--- config.mk ---
export PLATFORM = sky130hd
export DESIGN_NAME = instr_fetch_unit
export DESIGN_NICKNAME = d
export VERILOG_FILES = /design/src/rtl/instr_fetch_unit.sv
export SDC_FILE = /design/constraint.sdc
export NUM_CORES = 1
export LEC_CHECK = 0
export ABC_AREA = 0
export ABC_CLOCK_PERIOD_IN_PS = 3780
export CAP_MARGIN = 20
export CORE_ASPECT_RATIO = 1.75
export CORE_UTILIZATION = 40
export CTS_BUF_LIST = sky130_fd_sc_hd__clkbuf_8
export CTS_CLUSTER_DIAMETER = 100
export DETAILED_ROUTE_END_ITERATION = 12
export PLACE_DENSITY = 0.65
export SYNTH_ARGS = -nofsm -noshare
export SYNTH_HDL_FRONTEND = slang
export SYNTH_SLANG_ARGS = --single-unit
--- constraint.sdc ---
create_clock -name clk -period 3.78 [get_ports clk]
set_input_delay 0.756 -clock clk [delete_from_list [all_inputs] [get_ports clk]]
set_output_delay 0.756 -clock clk [all_outputs]
set_load 0.005 [all_outputs]
--- src/rtl/instr_fetch_unit.sv ---
// Fetch stage: PC, single-outstanding imem request/grant/response port, {pc,instr} buffer to decode.
// Optional FETCH_MISALIGN_CHK_EN: a misaligned redirect target sets sticky misalign_err and halts fetch.
module instr_fetch_unit #(
    parameter int           n         = 32,
    parameter logic [n-1:0] RESET_PC  = {n{1'b0}},
    parameter int           BUF_DEPTH = 2
) (
    input  logic         clk,
    input  logic         rst_n,
    output logic         imem_req,
    output logic [n-1:0] imem_addr,
    input  logic         imem_gnt,
    input  logic         imem_rvalid,
    input  logic [n-1:0] imem_rdata,
    output logic [n-1:0] instr_out,
    output logic [n-1:0] pc_out,
    output logic         instr_valid,
    input  logic         instr_ready,
    input  logic         pc_sel,
    input  logic [n-1:0] pc_target,
    output logic         misalign_err
);
    localparam int             PW         = (BUF_DEPTH > 1) ? $clog2(BUF_DEPTH) : 1;
    localparam int             CW         = PW + 1;
    localparam logic [CW-1:0]  DEPTH_C    = CW'(BUF_DEPTH);
    localparam logic [n-1:0]   ALIGN_MASK = ~{{(n-2){1'b0}}, 2'b11};
    localparam logic [n-1:0]   PC_STEP    = {{(n-3){1'b0}}, 3'b100};

    typedef enum logic [1:0] {
        ST_REQ  = 2'd0,
        ST_WAIT = 2'd1
`ifdef FETCH_MISALIGN_CHK_EN
        , ST_HALT = 2'd2
`endif
    } state_t;

    state_t        state_r, state_s;
    logic [n-1:0]  fetch_pc_r, fetch_pc_s;
    logic [n-1:0]  imem_addr_r, imem_addr_s;
    logic          imem_req_r, imem_req_s;
    logic [n-1:0]  inflight_pc_r, inflight_pc_s;
    logic          discard_r, discard_s;
    logic [n-1:0]  fifo_instr_r [BUF_DEPTH];
    logic [n-1:0]  fifo_pc_r    [BUF_DEPTH];
    logic [PW-1:0] rd_ptr_r, rd_ptr_s, wr_ptr_r, wr_ptr_s;
    logic [CW-1:0] count_r, count_s;
    logic [n-1:0]  instr_out_r, pc_out_r, head_instr_s, head_pc_s;
    logic          valid_r;
    logic          pop_s, redirect_s, gnt_s, outstanding_s, push_s;
`ifdef FETCH_MISALIGN_CHK_EN
    logic          misalign_r, misalign_s;
`endif

    assign pop_s         = valid_r & instr_ready;
    assign redirect_s    = pop_s & pc_sel;
    assign gnt_s         = imem_req_r & imem_gnt;
    assign outstanding_s = (state_r == ST_WAIT);
    // A response arriving with the redirect belongs to the old stream and is dropped
    assign push_s        = outstanding_s & imem_rvalid & ~discard_r & ~redirect_s;

    // Fetch FSM next state, fetch PC and discard bookkeeping for the single in-flight request
    always_comb begin
        state_s       = state_r;
        fetch_pc_s    = fetch_pc_r;
        inflight_pc_s = inflight_pc_r;
        discard_s     = discard_r;
`ifdef FETCH_MISALIGN_CHK_EN
        misalign_s    = misalign_r;
`endif
        case (state_r)
            ST_REQ: begin
                if (gnt_s) begin
                    state_s       = ST_WAIT;
                    inflight_pc_s = imem_addr_r;
                    // a stale request granted after a redirect must not advance the new PC
                    fetch_pc_s    = discard_r ? fetch_pc_r : (fetch_pc_r + PC_STEP);
                end else begin
                    state_s = ST_REQ;
                end
            end
            ST_WAIT: begin
                if (imem_rvalid) begin
                    state_s   = ST_REQ;
                    discard_s = 1'b0;
                end else begin
                    state_s = ST_WAIT;
                end
            end
`ifdef FETCH_MISALIGN_CHK_EN
            ST_HALT: state_s = ST_HALT;
`endif
            default: state_s = ST_REQ;
        endcase
        if (redirect_s) begin
            fetch_pc_s = pc_target & ALIGN_MASK;
            if (imem_req_r || (outstanding_s && !imem_rvalid)) begin
                discard_s = 1'b1;
            end else begin
                discard_s = discard_s;
            end
`ifdef FETCH_MISALIGN_CHK_EN
            if (pc_target[1:0] != 2'b00) begin
                state_s    = ST_HALT;
                misalign_s = 1'b1;
            end else begin
                misalign_s = misalign_s;
            end
`endif
        end else begin
            fetch_pc_s = fetch_pc_s;
        end
    end

    // Request generation: hold req/addr until granted, otherwise request while a slot is free
    always_comb begin
        imem_req_s  = 1'b0;
        imem_addr_s = fetch_pc_s;
        if (imem_req_r && !imem_gnt) begin
            imem_req_s  = 1'b1;
            imem_addr_s = imem_addr_r;
        end else begin
            imem_req_s  = (state_s == ST_REQ) && (count_s < DEPTH_C);
            imem_addr_s = fetch_pc_s;
        end
    end

    // Buffer pointers, occupancy and next registered head (no bypass of the pushed word)
    always_comb begin
        rd_ptr_s     = rd_ptr_r;
        wr_ptr_s     = wr_ptr_r;
        count_s      = count_r;
        head_instr_s = instr_out_r;
        head_pc_s    = pc_out_r;
        if (redirect_s) begin
            rd_ptr_s = {PW{1'b0}};
            wr_ptr_s = {PW{1'b0}};
            count_s  = {CW{1'b0}};
        end else begin
            rd_ptr_s = rd_ptr_r + PW'(pop_s);
            wr_ptr_s = wr_ptr_r + PW'(push_s);
            count_s  = count_r + CW'(push_s) - CW'(pop_s);
            if (count_s == {CW{1'b0}}) begin
                head_instr_s = instr_out_r;
                head_pc_s    = pc_out_r;
            end else if (count_r == CW'(pop_s)) begin
                head_instr_s = imem_rdata;
                head_pc_s    = inflight_pc_r;
            end else begin
                head_instr_s = fifo_instr_r[rd_ptr_s];
                head_pc_s    = fifo_pc_r[rd_ptr_s];
            end
        end
    end

    // Control and output state registers
    always_ff @(posedge clk or negedge rst_n) begin
        if (!rst_n) begin
            state_r       <= ST_REQ;
            fetch_pc_r    <= RESET_PC;
            imem_addr_r   <= RESET_PC;
            imem_req_r    <= 1'b0;
            inflight_pc_r <= {n{1'b0}};
            discard_r     <= 1'b0;
            rd_ptr_r      <= {PW{1'b0}};
            wr_ptr_r      <= {PW{1'b0}};
            count_r       <= {CW{1'b0}};
            instr_out_r   <= {n{1'b0}};
            pc_out_r      <= {n{1'b0}};
            valid_r       <= 1'b0;
`ifdef FETCH_MISALIGN_CHK_EN
            misalign_r    <= 1'b0;
`endif
        end else begin
            state_r       <= state_s;
            fetch_pc_r    <= fetch_pc_s;
            imem_addr_r   <= imem_addr_s;
            imem_req_r    <= imem_req_s;
            inflight_pc_r <= inflight_pc_s;
            discard_r     <= discard_s;
            rd_ptr_r      <= rd_ptr_s;
            wr_ptr_r      <= wr_ptr_s;
            count_r       <= count_s;
            instr_out_r   <= head_instr_s;
            pc_out_r      <= head_pc_s;
            valid_r       <= (count_s != {CW{1'b0}});
`ifdef FETCH_MISALIGN_CHK_EN
            misalign_r    <= misalign_s;
`endif
        end
    end

    // Buffer storage
    always_ff @(posedge clk) begin
        if (push_s) begin
            fifo_instr_r[wr_ptr_r] <= imem_rdata;
            fifo_pc_r[wr_ptr_r]    <= inflight_pc_r;
        end
    end

    assign imem_req    = imem_req_r;
    assign imem_addr   = imem_addr_r;
    assign instr_out   = instr_out_r;
    assign pc_out      = pc_out_r;
    assign instr_valid = valid_r;
`ifdef FETCH_MISALIGN_CHK_EN
    assign misalign_err = misalign_r;
`else
    assign misalign_err = 1'b0;
`endif

endmodule

==> metrics.log, run 1 <==
[metrics] final critical path time including I/O delays and setup: 2.95 ns
[metrics] slew at the pin with the worst max-slew slack: 0.982 ns
[metrics] IR drop worst, VDD: 0.000578 V
[metrics] main area contributors after synthesis: sky130_fd_sc_hd__dfrtp_1 (34%), sky130_fd_sc_hd__edfxtp_1 (31%), sky130_fd_sc_hd__mux2_2 (9.6%), sky130_fd_sc_hd__mux2i_1 (5.4%), sky130_fd_sc_hd__nand2_1 (3.0%)
[metrics] FF+latch count, synth: 296
[metrics] H-tree depth: 2
[metrics] clock latency of the later-clocked register in the worst-skew pair: 0.57 ns
[metrics] Post-CTS Hold Buffers: 0
[metrics] count of flip-flops with a built-in enable after synthesis: 128
[metrics] cell area after placement: 14600 um2
[metrics] clock sink count: 296
[metrics] final worst slack: 0.826 ns
[metrics] leakage power: 6.14 nW
[metrics] total nets after synthesis: 995
[metrics] mean area per synthesized cell: 13.4 um2
[metrics] startpoint class of the critical path: input pin
[metrics] cell row count: 84
[metrics] share of the cycle needed by the critical path after routing: 78.1%
[metrics] worst-path fanout max: 47
[metrics] Pins Over Slew Limit: 0
[metrics] number of warnings issued by yosys: 0
[metrics] instance count of the mapped netlist: 920
[metrics] number of placed I/O pins: 169
[metrics] share of post-route cells with drive strength above 1: 17.8%
[metrics] commonest cells in the netlist: sky130_fd_sc_hd__dfrtp_1 (168), sky130_fd_sc_hd__edfxtp_1 (128), sky130_fd_sc_hd__mux2_2 (105), sky130_fd_sc_hd__nand2_1 (98), sky130_fd_sc_hd__mux2i_1 (67)
[metrics] critical path type: input pin to flop
[metrics] standard cell core area: 30200 um2
[metrics] FMAX: 339 MHz
[metrics] number of nets at the end of the flow: 1176
[metrics] synthesis-to-layout area growth: 24.4%
[metrics] Post-Route Skew: 0.0187 ns
[metrics] power density over the cells: 858 nW/um2
[metrics] Total Wirelength: 27700 um
[metrics] Port-buffer cells: 165
[metrics] via count of the first global-routing pass: 8077
[metrics] worst slack at placement: 0.227 ns
[metrics] worst-case clock buffer depth: 3
[metrics] Worst Hold Class: input pin to async pin
[metrics] TritonCTS clock tree: done
[metrics] top_reg_cell synth: sky130_fd_sc_hd__dfrtp_1
[metrics] most used standard cell by instance count after synthesis: sky130_fd_sc_hd__dfrtp_1
[metrics] post-route cell area: 15400 um2
[metrics] hold slack final: 0.161 ns
[metrics] routed length per placed instance: 18.2 um
[metrics] Die W: 135 um
[metrics] relative slew slack: 34.6%
[metrics] global-route wire length before repair: 43800 um
[metrics] starting density of the core: 40.9%
[metrics] setup repair after global routing missed its margin: no
[metrics] Unique masters post-synth: 46
[metrics] post-synthesis cell area: 12300 um2
[metrics] TNS Setup: 0 ns
[metrics] total routing usage reported by global routing: 18.1%
[metrics] arrival time of the worst setup path: 3.38 ns
[metrics] Maximum Capacitance Violations: 0
[metrics] DR pass1 iterations: 4
[metrics] total design power: 13.2 mW
[metrics] drt initial violations: 250
[metrics] number of buffers created by CTS: 42
[metrics] number of setup violations in the final report: 0
[metrics] DRC: 0
[metrics] area of the die: 31600 um2
[metrics] final hold vios: 0
[metrics] Post-CTS Setup Bufs: 0
[metrics] Vias: 7715
[metrics] Antenna Violating Nets Remaining: 0
[metrics] Post-CTS Resized: 0
[metrics] crit path capture type: flop
[metrics] Clk pin slew, worst setup/hold paths: 0.06 ns
[metrics] cell type contributing the most total cell area after synthesis: sky130_fd_sc_hd__dfrtp_1
[metrics] Root Buffer: sky130_fd_sc_hd__clkbuf_8
[metrics] floorplan die height: 234 um
[metrics] detailed placement HPWL: 18800 um
[metrics] pin count of the biggest net entering global routing: 78
[metrics] total grt overflow: 0
[metrics] sequential area share after synthesis: 65.2%
[metrics] Async SR Flop Fraction: 56.8%
[metrics] fraction of synthesized cell area taken by the top area cell type: 34.1%
[metrics] outcome: complete, no violations
[metrics] DR vias/cell: 5.07
[metrics] required time at the endpoint of the critical path: 4.20 ns
[metrics] number of antenna violations at the first check in global routing: 1
[metrics] final weighted congestion of routability-driven global placement: 0.834
state kept, by name, summed over array words and instances (netlist names):
signal         flops
state_r            1
inflight_pc_r     32
fifo_pc_r         64
imem_addr         32
imem_req           1
wr_ptr_r           1
fetch_pc_r        32
fifo_instr_r      64
instr_valid        1
rd_ptr_r           1
instr_out         32
count_r            2
discard_r          1
pc_out            32
worst paths after layout:
path | from | endpoint | slack, ns | cells after the start
setup / recovery | pc_sel | instr_out[18]$_DFFE_PN0P_ | 0.83 | 11
hold / removal | rst_n | inflight_pc_r[23]$_DFFE_PN0P_ | 0.16 | 1
setup reg to reg | instr_valid$_DFF_PN0_ | instr_out[18]$_DFFE_PN0P_ | 1.13 | 10
hold reg to reg | pc_out[10]$_DFFE_PN0P_ | pc_out[10]$_DFFE_PN0P_ | 0.48 | 2
max in group asynchronous | rst_n | imem_addr[15]$_DFFE_PN0N_ | 2.66 | 2
min in group clk | pc_out[10]$_DFFE_PN0P_ | pc_out[10]$_DFFE_PN0P_ | 0.48 | 2
cell families (layout without fill, tap and decap cells):
kind of cell	count (synthesis)	in the layout	share of synthesized area [%]
adders and majority gates	5	5	0.507
muxes	172	172	15.0
AOI/OAI and AO/OA	133	133	5.91
other	1	2	0.0304
and+or+nand+nor	224	224	8.90
DFF	296	296	65.2
buffers and inverters	62	277	2.32
xor gates and xnor gates	27	27	2.07
stage by stage:
step / utilization (%) / cells
after floorplan: - / 920
after global placement: 48.3 / 1444
after detailed placement: 48.3 / 1444
after CTS: 50.9 / 1522
after global routing: 50.9 / 1523
final: 50.9 / 1523
metal layers:
metal	share of wire, %	up-vias	track usage [%]	wire length (um)
met3	3.8	60	2.92	1060
li1	-	3695	-	-
met1	39	3793	20.3	10700
met5	0	-	0	0
met2	53	167	33.1	14800
met4	3.9	0	8.85	1090
final cells by class:
type	count	area [um2]
Inverter	9	33.8
Antenna cell	1	2.50
Fill cell	2685	14800
Sequential cell	296	8050
Tap cell	387	484
Clock buffer	48	661
Timing Repair Buffer	190	1940
Clock inverter	30	130
Multi-Input combinational cell	562	4050
where the power goes:
group / leakage, nW / internal, mW / switching [mW] / total, mW
Clock: 0.469 / 1.17 / 1.18 / 2.35
Sequential: 3.16 / 4.59 / 0.797 / 5.38
Combinational: 2.51 / 2.86 / 2.58 / 5.44
worst max-delay path, cell delays in order:
cell and delay, ns:
sky130_fd_sc_hd__clkdlybuf4s50_1 0.45, sky130_fd_sc_hd__and3_1 0.23, sky130_fd_sc_hd__or3_1 0.37, sky130_fd_sc_hd__ha_1 0.28
sky130_fd_sc_hd__inv_1 0.04, sky130_fd_sc_hd__ha_1 0.18, sky130_fd_sc_hd__xnor2_1 0.20, sky130_fd_sc_hd__xnor2_1 0.14
sky130_fd_sc_hd__o21ai_4 0.33, sky130_fd_sc_hd__buf_12 0.26, sky130_fd_sc_hd__o21ai_0 0.12
placed cells by master (no fill, tap or decap), drive strengths merged, types with 40 or more instances in the layout:
cell type / instances
clkbuf: 48
clkdlybuf4s50: 164
dfrtp: 168
edfxtp: 128
mux2: 105
mux2i: 67
nand2: 98
nor2: 40
o21ai: 86
(Power assumes the default switching activity.)
==> run 2: changes to the inputs <==
Settings changed: ABC_CLOCK_PERIOD_IN_PS 3780 to 2600, PLACE_DENSITY 0.65 to 0.68.
Clock period 3.78 ns to 2.6 ns, I/O delays scaled along.
==> run 2 against run 1 <==
Against the previous run: total power increased by 54%; critical path depth rose by 1; combinational power grew 59%; design area up 3.2%; via count up 2.9%; non-clock buffer count is 34 higher; clock skew down 0.0063 ns; die area unchanged; critical endpoint is now instr_out[19]$_DFFE_PN0P_; highest routed layer unchanged.
==> metrics.log, run 2 (synthesis results as in run 1) <==
[metrics] H-tree depth: 2
[metrics] worst-path fanout max: 22
[metrics] Post-Route Skew: 0.0124 ns
[metrics] DRC: 0
[metrics] Total Wirelength: 28500 um
[metrics] setup slack of the most critical reg-to-reg path: 0.11 ns
[metrics] Pins Over Slew Limit: 0
[metrics] critical path's largest stage delay: 0.51 ns
[metrics] outcome: complete, no violations
[metrics] power density over the cells: 1280 nW/um2
[metrics] total grt overflow: 0
[metrics] critical path type: input pin to flop
[metrics] total design power: 20.3 mW
[metrics] FMAX: 394 MHz
[metrics] leakage power: 6.40 nW
[metrics] routed length per placed instance: 18.3 um
[metrics] crit path capture type: flop
[metrics] registers with the highest flip-flop counts: fifo_instr_r: 64 flops, fifo_pc_r: 64 flops
[metrics] startpoint class of the critical path: input pin
[metrics] Root Buffer: sky130_fd_sc_hd__clkbuf_8
[metrics] Worst Hold Class: input pin to async pin
[metrics] Met3 Wirelength: 1080 um
[metrics] Routed met2 length: 15500 um
[metrics] share of post-route cells with drive strength above 1: 21.1%
[metrics] TritonCTS clock tree: done
[metrics] clock sink count: 296
[metrics] relative slew slack: 64.3%
[metrics] required time at the endpoint of the critical path: 3.02 ns
[metrics] number of placed I/O pins: 169
[metrics] final weighted congestion of routability-driven global placement: 0.896
[metrics] Port-buffer cells: 165
[metrics] arrival time of the worst setup path: 2.97 ns
[metrics] category of cells accounting for the largest share of critical-path delay: buffers and inverters
[metrics] cell depth of the worst flop-to-flop path: 11
[metrics] share of the cycle needed by the critical path after routing: 97.7%
[metrics] slew at the pin with the worst max-slew slack: 0.536 ns
[metrics] final hold vios: 0
[metrics] global-route wire length before repair: 45100 um
[metrics] crit path cell chain: clkdlybuf4s50_1 -> nand2_1 -> or3_4 -> ha_4 -> inv_1 -> ha_2 -> xnor2_2 -> xnor2_2 -> o21ai_4 -> buf_12 -> buf_12 -> o21ai_0
[metrics] area of the die: 31600 um2
[metrics] clock latency of the later-clocked register in the worst-skew pair: 0.56 ns
[metrics] DR vias/cell: 5.09
[metrics] starting density of the core: 40.9%
[metrics] number of nets at the end of the flow: 1211
[metrics] final critical path time including I/O delays and setup: 2.54 ns
[metrics] DR pass1 iterations: 4
[metrics] pin count of the biggest net entering global routing: 62
[metrics] floorplan die height: 234 um
[metrics] Vias: 7938
[metrics] uppermost metal layer occupied by signal nets: met4
[metrics] Clk pin slew, worst setup/hold paths: 0.07 ns
[metrics] highest-count cells in the layout ignoring fill and taps: sky130_fd_sc_hd__dfrtp_1 (168), sky130_fd_sc_hd__clkdlybuf4s50_1 (163), sky130_fd_sc_hd__edfxtp_1 (128)
[metrics] reg2reg end: instr_out[19]$_DFFE_PN0P_
[metrics] most frequent standard cell in the layout excluding fill and tap cells: sky130_fd_sc_hd__dfrtp_1
[metrics] Max stage delay cell, worst path: sky130_fd_sc_hd__clkdlybuf4s50_1
[metrics] number of antenna violations at the first check in global routing: 1
[metrics] standard cell core area: 30200 um2
[metrics] IR drop worst, VDD: 0.000610 V
[metrics] synthesis-to-layout area growth: 28.4%
[metrics] drt initial violations: 275
[metrics] worst-case clock buffer depth: 3
[metrics] count of buffering cells on the critical path with inverters included: 4
[metrics] setup repair after global routing missed its margin: no
[metrics] detailed placement HPWL: 19600 um
[metrics] number of buffers created by CTS: 43
[metrics] Antenna Violating Nets Remaining: 0
[metrics] number of setup violations in the final report: 0
[metrics] number of cells on the critical path: 12
[metrics] cell row count: 84
[metrics] Die W: 135 um
[metrics] met1 WL: 11100 um
[metrics] via count of the first global-routing pass: 8397
[metrics] TNS Setup: 0 ns
[metrics] critical register-to-register path startpoint: instr_valid$_DFF_PN0_
[metrics] total routing usage reported by global routing: 18.6%
[metrics] Maximum Capacitance Violations: 0
## run 2: timing repair
action / CTS / global route
endpoints found under the setup margin: 64 / 43
resized for setup: 2 / 6
hold buffers: 1 / 0
buffers inserted: 0 / 1
gates cloned: 0 / 1
endpoints found under the hold margin: 26 / 0
pin swaps: 1 / 0
## run 2: report_power, final
| part | internal, mW | switching [mW] | total (mW) |
|---|---|---|---|
| registers | 6.67 | 1.21 | 7.88 |
| clock network | 1.99 | 1.74 | 3.73 |
| logic | 4.73 | 3.92 | 8.65 |
| total | 13.4 | 6.88 | 20.3 |
## run 2: worst max-delay path by stage
stage / startpoint / endpoint
after floorplan: pc_sel / instr_out[26]$_DFFE_PN0P_
after global placement: pc_sel / pc_out[16]$_DFFE_PN0P_
after detailed placement: pc_sel / instr_out[9]$_DFFE_PN0P_
after CTS: instr_valid$_DFF_PN0_ / instr_out[19]$_DFFE_PN0P_
after global routing: instr_valid$_DFF_PN0_ / instr_out[10]$_DFFE_PN0P_
final: imem_rvalid / instr_out[19]$_DFFE_PN0P_
## run 2: final cells by class
class,count,area (um2)
flip-flops and latches,296,8050
well taps,387,484
repair buffers,224,2310
inverters,9,33.8
diodes,1,2.50
multi-input cells,562,4090
clock buffers,51,702
fillers,2593,14300
clock inverters,28,169
## run 2: metal layers
layer  up-vias  global-route usage, %
li1       3766                      -
met1      3937                   20.5
met2       183                   34.9
met3        52                   3.09
met4         0                   7.48
met5         -                      0
## run 2: per-stage QoR
stage	area, um2	instances	setup slack (ns)	hold WS (ns)	utilization (%)
2_1_floorplan	12400	920	-0.210	0.224	-
3_3_place_gp	14900	1475	-0.556	0.419	49.4
3_5_place_dp	14900	1475	-0.706	0.424	49.4
4_1_cts	15800	1555	0.0360	0.385	52.3
5_1_grt	15800	1558	0.0118	0.408	52.5
6_report	15800	1558	0.0588	0.405	52.5
==> run 3: changes to the inputs <==
Settings changed: CTS_BUF_LIST sky130_fd_sc_hd__clkbuf_8 to sky130_fd_sc_hd__clkbuf_4.
==> run 3 against run 2 <==
Against the previous run: hold slack got worse by 0.16 ns; maximum frequency rose by 1.9%; global-route usage rose by 0.38 points; clock skew rose by 0.016 ns; core utilization rose by 0.070 points; wire length rose by 0.65%; flip-flop and latch count did not move; non-clock buffer count did not move; die area did not move.
==> metrics.log, run 3 (synthesis results as in run 1) <==
[metrics] worst-case clock buffer depth: 3
[metrics] leakage power: 6.42 nW
[metrics] outcome: complete, no violations
[metrics] setup repair after global routing missed its margin: no
[metrics] highest-count cells in the layout ignoring fill and taps: sky130_fd_sc_hd__dfrtp_1 (168), sky130_fd_sc_hd__clkdlybuf4s50_1 (164), sky130_fd_sc_hd__edfxtp_1 (128)
[metrics] starting density of the core: 40.9%
[metrics] synthesis-to-layout area growth: 28.6%
[metrics] via count of the first global-routing pass: 8607
[metrics] drt initial violations: 217
[metrics] Clk pin slew, worst setup/hold paths: 0.07 ns
[metrics] clock latency of the later-clocked register in the worst-skew pair: 0.72 ns
[metrics] startpoint class of the critical path: flop
[metrics] arrival time of the worst setup path: 3.12 ns
[metrics] crit path cell chain: and3_4 -> or3_4 -> ha_4 -> inv_1 -> ha_2 -> xnor2_2 -> xnor2_2 -> o21ai_4 -> buf_12 -> buf_12 -> nand2_1 -> o21ai_1
[metrics] worst slack at placement: -0.706 ns
[metrics] Post-Route Skew: 0.0286 ns
[metrics] critical path type: flop to flop
[metrics] DR vias/cell: 5.05
[metrics] setup slack of the most critical reg-to-reg path: 0.11 ns
[metrics] share of post-route cells with drive strength above 1: 24.4%
[metrics] Die W: 135 um
[metrics] final critical path time including I/O delays and setup: 2.49 ns
[metrics] final standard cell count with taps included and fillers excluded: 1604
[metrics] count of buffering cells on the critical path with inverters included: 3
[metrics] number of cells on the critical path: 12
[metrics] crit path capture type: flop
[metrics] Port-buffer cells: 165
[metrics] Max stage delay cell, worst path: sky130_fd_sc_hd__dfrtp_1
[metrics] DRC: 0
[metrics] cell row count: 84
[metrics] total grt overflow: 0
[metrics] required time at the endpoint of the critical path: 3.22 ns
[metrics] routed length per placed instance: 17.9 um
[metrics] slew at the pin with the worst max-slew slack: 0.544 ns
[metrics] Maximum Capacitance Violations: 0
[metrics] total routing usage reported by global routing: 19.0%
[metrics] global-route wire length before repair: 45500 um
[metrics] reg2reg end: instr_out[17]$_DFFE_PN0P_
[metrics] final hold vios: 0
[metrics] area of the die: 31600 um2
[metrics] power density over the cells: 1280 nW/um2
[metrics] category of cells accounting for the largest share of critical-path delay: simple AND/OR/NAND/NOR gates
[metrics] worst-path fanout max: 22
[metrics] final weighted congestion of routability-driven global placement: 0.896
[metrics] multi-input gate area in the final layout: 4090 um2
[metrics] detailed placement HPWL: 19600 um
[metrics] Antenna Violating Nets Remaining: 0
[metrics] relative slew slack: 63.7%
[metrics] Pins Over Slew Limit: 0
[metrics] total design power: 20.2 mW
[metrics] number of nets at the end of the flow: 1237
[metrics] TritonCTS clock tree: done
[metrics] DR pass1 iterations: 4
[metrics] number of antenna violations at the first check in global routing: 1
[metrics] floorplan die height: 234 um
[metrics] cell depth of the worst flop-to-flop path: 12
[metrics] number of setup violations in the final report: 0
[metrics] share of the cycle needed by the critical path after routing: 95.9%
[metrics] Worst Setup EP: instr_out[17]$_DFFE_PN0P_
[metrics] Root Buffer: sky130_fd_sc_hd__clkbuf_4
[metrics] TNS Setup: 0 ns
[metrics] pin count of the biggest net entering global routing: 62
[metrics] clock sink count: 296
[metrics] number of placed I/O pins: 169
[metrics] Post-Place Cells: 1475
[metrics] most frequent standard cell in the layout excluding fill and tap cells: sky130_fd_sc_hd__dfrtp_1
[metrics] CP Launch Point: instr_valid$_DFF_PN0_
[metrics] Total Wirelength: 28700 um
[metrics] Vias: 8104
[metrics] final core occ: 52.6%
[metrics] H-tree depth: 3
[metrics] standard cell core area: 30200 um2
[metrics] area occupied by registers: 8050 um2
[metrics] final worst slack: 0.107 ns
[metrics] IR drop worst, VDD: 0.000537 V
[metrics] FMAX: 401 MHz
[metrics] Worst Hold Class: input pin to async pin
[metrics] critical path's largest stage delay: 0.41 ns
[metrics] critical register-to-register path startpoint: instr_valid$_DFF_PN0_
[metrics] registers with the highest flip-flop counts: fifo_instr_r: 64 flops, fifo_pc_r: 64 flops
[metrics] Filler cells: 2621
[metrics] number of buffers created by CTS: 69
[run 3: worst min-delay path by stage]
stage,to,slack [ns],from
global route,pc_out[29]$_DFFE_PN0P_,0.20,rst_n
CTS,pc_out[29]$_DFFE_PN0P_,0.17,rst_n
finish,instr_out[5]$_DFFE_PN0P_,0.24,rst_n
detailed placement,imem_addr[28]$_DFFE_PN0N_,0.42,rst_n
floorplan,count_r[0]$_DFF_PN0_,0.22,rst_n
global placement,imem_addr[28]$_DFFE_PN0N_,0.42,rst_n
[run 3: layer usage]
layer	track usage, %	up-vias	wire (um)
met2	34.7	186	15700
met4	8.43	0	902
met1	20.4	3996	10900
met5	0	-	0
li1	-	3867	-
met3	4.71	55	1130
[run 3: layout make-up]
| class | count | area share (%) |
|---|---|---|
| multi-input cells | 562 | 25.8 |
| inverters | 9 | 0.213 |
| clock buffers | 105 | 4.97 |
| flip-flops and latches | 296 | 50.7 |
| well taps | 387 | 3.05 |
| repair buffers | 224 | 14.6 |
| clock inverters | 19 | 0.631 |
| diodes | 2 | 0.0315 |
[run 3: power by group]
group / leakage (nW) / internal, mW / switching [mW]
combinational: 2.72 / 4.73 / 3.91
clock: 0.538 / 1.95 / 1.78
sequential: 3.16 / 6.66 / 1.21
total: 6.42 / 13.3 / 6.90
[run 3: worst register-to-register path, delay by kind of cell, from the launching register on]
kind,cells,cell delay (ns)
AOI/OAI and AO/OA,2,0.26
and+or+nand+nor,3,0.61
xor gates and xnor gates,2,0.32
DFF,1,0.41
buffers and inverters,3,0.37
adders and majority gates,2,0.44
[run 3: what timing repair did]
item	4_1_cts	5_1_grt
endpoints found under the hold margin	87	0
setup endpoints to repair	64	61
buffers inserted	0	1
hold buffers	1	0
cloned	0	1
pin swaps	0	1
gates resized for setup	1	4
[run 3: stage by stage]
stage,cell area [um2],hold WS [ns]
after floorplan,12400,0.224
after global placement,14900,0.419
after detailed placement,14900,0.424
after CTS,15800,0.174
after global routing,15900,0.198
final,15900,0.243
